### src/rtl/hilo_pkg.sv
// hilo_pkg: shared types and op encoding for the HI/LO commit pipe.
package hilo_pkg;

    localparam int HILO_DW = 32;

    typedef struct packed {
        logic               v;
        logic               whi;
        logic               wlo;
        logic [HILO_DW-1:0] hi;
        logic [HILO_DW-1:0] lo;
    } hilo_entry_t;

    typedef enum logic [2:0] {
        HILO_OP_NONE,
        HILO_OP_MUL,
        HILO_OP_MTHI,
        HILO_OP_MTLO,
        HILO_OP_MADD,
        HILO_OP_MSUB
    } hilo_op_e;

    // Builds a pipe entry; mthi/mtlo pass the rs value in both halves and rely on whi/wlo.
    function automatic hilo_entry_t hilo_encode(input hilo_op_e op, input logic [2*HILO_DW-1:0] val);
        hilo_entry_t e;
        e.v   = op != HILO_OP_NONE;
        e.whi = e.v && op != HILO_OP_MTLO;
        e.wlo = e.v && op != HILO_OP_MTHI;
        e.hi  = val[2*HILO_DW-1:HILO_DW];
        e.lo  = val[HILO_DW-1:0];
        return e;
    endfunction

endpackage

### src/rtl/hilo_fwd_mux.sv
// hilo_fwd_mux: youngest-first select of one HI/LO half (P1, then P2, then architectural).
module hilo_fwd_mux
    import hilo_pkg::*;
#(
    parameter int DW = HILO_DW
) (
    input  logic          i_p1_sel,
    input  logic [DW-1:0] i_p1,
    input  logic          i_p2_sel,
    input  logic [DW-1:0] i_p2,
    input  logic [DW-1:0] i_arch,
    output logic [DW-1:0] o_data
);

    assign o_data = i_p1_sel ? i_p1 : i_p2_sel ? i_p2 : i_arch;

endmodule

### src/rtl/hilo_unit.sv
// hilo_unit: two-stage HI/LO commit pipe with EX-stage forwarding.
// Optional HILO_MADD_EN adds madd/maddu/msub/msubu accumulate ops.
module hilo_unit
    import hilo_pkg::*;
#(
    parameter int DW = HILO_DW
) (
    input  logic            clk,
    input  logic            rst,
    input  logic            mul_valid_i,
    input  logic [2*DW-1:0] mul_prod_i,
    input  logic            mthi_i,
    input  logic            mtlo_i,
    input  logic [DW-1:0]   mt_data_i,
`ifdef HILO_MADD_EN
    input  logic            madd_i,
    input  logic            maddu_i,
    input  logic            msub_i,
    input  logic            msubu_i,
`endif
    input  logic            flush_i,
    input  logic            stall_i,
    output logic [DW-1:0]   hi_fwd_o,
    output logic [DW-1:0]   lo_fwd_o,
    output logic [DW-1:0]   hi_o,
    output logic [DW-1:0]   lo_o,
    output logic            busy_o
);

    hilo_entry_t     r_p1, r_p2, w_ex;
    logic [DW-1:0]   r_hi, r_lo;
    hilo_op_e        w_op;
    logic [2*DW-1:0] w_base, w_val;

    always_comb begin
`ifdef HILO_MADD_EN
        w_op = mul_valid_i         ? HILO_OP_MUL  :
               (madd_i | maddu_i)  ? HILO_OP_MADD :
               (msub_i | msubu_i)  ? HILO_OP_MSUB :
               mthi_i              ? HILO_OP_MTHI :
               mtlo_i              ? HILO_OP_MTLO : HILO_OP_NONE;
`else
        w_op = mul_valid_i ? HILO_OP_MUL  :
               mthi_i      ? HILO_OP_MTHI :
               mtlo_i      ? HILO_OP_MTLO : HILO_OP_NONE;
`endif
        // Accumulate base is the forwarded value so back-to-back madds chain.
        w_base = {hi_fwd_o, lo_fwd_o};
        w_val  = (w_op == HILO_OP_MADD) ? w_base + mul_prod_i :
                 (w_op == HILO_OP_MSUB) ? w_base - mul_prod_i :
                 (w_op == HILO_OP_MUL)  ? mul_prod_i : {mt_data_i, mt_data_i};
        w_ex   = hilo_encode(w_op, w_val);
    end

    always_ff @(posedge clk or negedge rst) begin
        if (!rst) begin
            r_p1 <= '0;
            r_p2 <= '0;
            r_hi <= '0;
            r_lo <= '0;
        end else if (flush_i) begin
            r_p1.v <= 1'b0;
            r_p2.v <= 1'b0;
        end else if (!stall_i) begin
            r_p1 <= w_ex;
            r_p2 <= r_p1;
            if (r_p2.v && r_p2.whi) r_hi <= r_p2.hi;
            if (r_p2.v && r_p2.wlo) r_lo <= r_p2.lo;
        end
    end

    hilo_fwd_mux #(.DW(DW)) u_hi_mux (
        .i_p1_sel (r_p1.v & r_p1.whi),
        .i_p1     (r_p1.hi),
        .i_p2_sel (r_p2.v & r_p2.whi),
        .i_p2     (r_p2.hi),
        .i_arch   (r_hi),
        .o_data   (hi_fwd_o)
    );

    hilo_fwd_mux #(.DW(DW)) u_lo_mux (
        .i_p1_sel (r_p1.v & r_p1.wlo),
        .i_p1     (r_p1.lo),
        .i_p2_sel (r_p2.v & r_p2.wlo),
        .i_p2     (r_p2.lo),
        .i_arch   (r_lo),
        .o_data   (lo_fwd_o)
    );

    assign hi_o   = r_hi;
    assign lo_o   = r_lo;
    assign busy_o = r_p1.v | r_p2.v;

endmodule
### config.mk
export PLATFORM = sky130hd
export DESIGN_NAME = hilo_unit
export DESIGN_NICKNAME = d
export VERILOG_FILES = /design/src/rtl/hilo_pkg.sv /design/src/rtl/hilo_fwd_mux.sv /design/src/rtl/hilo_unit.sv
export SDC_FILE = /design/constraint.sdc
export NUM_CORES = 1
export LEC_CHECK = 0
export ABC_AREA = 1
export ABC_CLOCK_PERIOD_IN_PS = 2600
export CAP_MARGIN = 0
export CORE_ASPECT_RATIO = 1.25
export CORE_UTILIZATION = 55
export CTS_CLUSTER_SIZE = 16
export DETAILED_ROUTE_END_ITERATION = 7
export PLACE_DENSITY = 0.87
export SLEW_MARGIN = 10
export SYNTH_ARGS = -nofsm -noshare
export SYNTH_HDL_FRONTEND = slang
export SYNTH_SLANG_ARGS = --single-unit
export TNS_END_PERCENT = 50
### constraint.sdc
create_clock -name clk -period 2.6 [get_ports clk]
set_input_delay 0.52 -clock clk [delete_from_list [all_inputs] [get_ports clk]]
set_output_delay 0.52 -clock clk [all_outputs]
set_load 0.05 [all_outputs]
==> results.ini <==
[floorplan]
start_util = 0.569
die_w_um = 123
die-area_mm2 = 0.0189
coreArea_mm2 = 0.0177
num_rows = 54
ios = 232
die_y_um = 153

[pwr]
p_int_mw = 6.23
p_seq_frac = 0.389
p_leak_nw = 7.31
power_mw = 9.98
ir_drop_v = 0.000440
powerDensity_mw_per_mm2 = 723
pwr-share-comb = 0.353
switching_power_mw = 3.75
pwr-share-clk = 0.258
switching_share = 0.375

[yosys]
yosys.area_share.simple = 0.378
ys_ff_latch = 198
synth_top_cell_area_share = 0.492
ys_seq_area_frac = 0.492
yosys.area.top_type = dfrtp_1
synth_fa_ha_area_frac = 0.00248
ys_warn_count = 0
synth-compound-area-share = 0.0343
syn_avg_cell_area_um2 = 6.96
synth_top_family_by_area = simple AND/OR/NAND/NOR gates
netlist_instances = 1447
synthDistinctLibCells = 15
synth.area.top_cells = dfrtp_1 49%, nand2_1 28%, nand3_1 9.6%, inv_1 5.0%, o21ai_0 2.9%
synth_mux_area_frac = 0
syn_area_mm2 = 0.0101
synth_fp_nets = 1552
synth-xor-area-share = 0

[clock_network]
cts_resized = 0
htree_levels = 4
postCtsSetupBuffers = 0
tritoncts = yes
path_clk_slew_ns = 0.07
cts_buffer_depth = 2
cts_hold_buf = 0
root_buffer = clkbuf_16
cts_buffers = 17
cts_sinks = 198
insertion_delay_ns = 0.44

[placement]
gp_congestion = 0.877
dpl.hpwl_um = 20800
io_buffers = 231

[worst_setup_path]
crit_required_ns = 2.08
cpPeakStageDelay_ns = 0.46
crit_fanout = 32
reg2reg_to = hi_o[2]
path_cells = nand2_1, buf_4, nand3_1, nand2_1, buf_12
r2r_cells = 7
crit_path_end_kind = output pin
cp.arrival_ns = 1.91
start_kind = flop
r2r_setup_slack_ns = 0.89
crit_top_cell = nand2_1
r2r-start = r_p2[66]
critPathSlowestCell = dfrtp_1
critical_path_class = flop to output pin

[grt]
grt-ovfl-total = 0
antenna_found_initial = 1
met1_usage = 0.446
grt_first_pass_wirelength_um = 50100
grt_max_degree = 91
grt_util_met2 = 0.567
busiest_layer = met2
groute.usage.overall = 0.346
grtUsageMet3 = 0.0601
grt_pass1_vias = 9813

[detailed_routing]
wl_per_cell_um = 17.0
first_pass_iters = 6
drc = 0
dr_total_vias = 10400
drtIter0Drc = 1298
ant_nets = 0
viasPerCell = 5.55
wirelength_um = 31900

[sta]
worst_clock_skew_ns = 0.00745
hold_viol_final = 0
drv_slew = 0
fin_crit_sh = 0.933
setup_viol = 0
relSlewSlack = 0.506
worst_pin_slew_ns = 0.740
tns_ns = 0
min_period_ns = 2.43
rsz0062_at_grt = false
fmax_mhz = 412

[min_path]
hold_class = input pin to asynchronous set/reset pin

[cells_and_area]
drive_gt1_frac = 0.0830
nets = 1742
area_growth_pct = 37.1

[status]
status = completed

[run]
max_cap_viol_count = 0

## power groups by stage
stage                     Clock (mW)  Combinational [mW]  Sequential [mW]
after floorplan                    0                1.52             4.24
after global placement             0                3.43             3.89
after detailed placement           0                3.49             3.90
after CTS                       2.59                3.53             3.86
after global routing            2.71                3.74             3.92
final                           2.57                3.53             3.88
## worst max-delay path by stage
stage,start,end,slack (ns),cells after the start
detailed placement,flush_i,lo_o[28],0.43,5
global placement,flush_i,lo_o[30],0.47,5
finish,r_p1[66],hi_fwd_o[10],0.17,5
global route,r_p1[66],lo_fwd_o[31],0.1,6
CTS,r_p1[66],hi_fwd_o[10],0.18,5
floorplan,r_p2[64],lo_fwd_o[11],0.79,6
## cells in the final DEF (no fill, tap or decap)
cell type / synthesis / routed
buf_12: 0 / 73
buf_2: 56 / 1
or2_2: 1 / 1
inv_6: 0 / 2
dfrtp_1: 198 / 197
clkbuf_16: 0 / 17
bufinv_16: 0 / 1
o21ai_0: 58 / 58
o21ai_1: 11 / 11
nand2_1: 751 / 751
clkbuf_8: 0 / 2
clkinv_4: 0 / 2
nand3_1: 194 / 194
nor2_4: 0 / 1
nand2_2: 2 / 2
inv_8: 0 / 1
ha_1: 2 / 2
clkdlybuf4s50_1: 0 / 164
inv_1: 135 / 135
clkinvlp_4: 0 / 5
buf_4: 2 / 23
diode_2: 0 / 1
clkinv_2: 0 / 2
inv_2: 3 / 3
dfrtp_2: 0 / 1
clkbuf_1: 26 / 1
## flip-flops by register name, indices dropped and copies added, names as in the netlist
signal and count:
hi_o 32, lo_o 32, r_p1 67, r_p2 67
## Yosys cell counts
library cell  instances
clkbuf_1             26
o21ai_0              58
nand2_1             751
nand2_2               2
buf_2                56
inv_1               135
or2_2                 1
buf_4                 2
inv_2                 3
nand3_1             194
ha_1                  2
nor2_1                1
o21ai_1              11
buf_1                 7
dfrtp_1             198
## cell families (layout without fill, tap and decap cells)
family | after synthesis | count (layout)
AO/OA/AOI/OAI | 69 | 69
adder cells (fa/ha/maj) | 2 | 2
buffers and inverters | 229 | 432
flip-flops | 198 | 198
other | 0 | 1
AND/OR/NAND/NOR | 949 | 949
## worst max-delay path: cells and delay by family (launching register included)
family        cells  cell delay [ns]
buf+inv           2             0.54
flops             1             0.46
simple gates      3             0.46
## layout make-up
class | instances | area, um2
Clock inverter | 13 | 124
Clock buffer | 19 | 443
Fill cell | 1202 | 3890
Timing Repair Buffer | 262 | 3290
Tap cell | 224 | 280
Antenna cell | 1 | 2.50
Multi-Input combinational cell | 1020 | 4190
Inverter | 138 | 518
Sequential cell | 198 | 4960
## metal layers
metal  share of wire  up-vias  wire (um)
li1                -     4799          -
met1            0.37     4888      11800
met2            0.50      615      15900
met3           0.092      101       2940
met4           0.039        0       1260
met5               0        -          0
## metrics by stage
stage / util / area, um2 / setup WS (ns) / hold slack (ns) / instances
6_report: 0.780 / 13800 / 0.174 / 0.143 / 1875
5_1_grt: 0.780 / 13800 / 0.0970 / 0.198 / 1875
4_1_cts: 0.780 / 13800 / 0.179 / 0.171 / 1874
3_5_place_dp: 0.748 / 13200 / 0.430 / 0.483 / 1842
3_3_place_gp: 0.748 / 13200 / 0.475 / 0.477 / 1842
2_1_floorplan: - / 10100 / 0.789 / 0.224 / 1447
(Power assumes the default switching activity.)
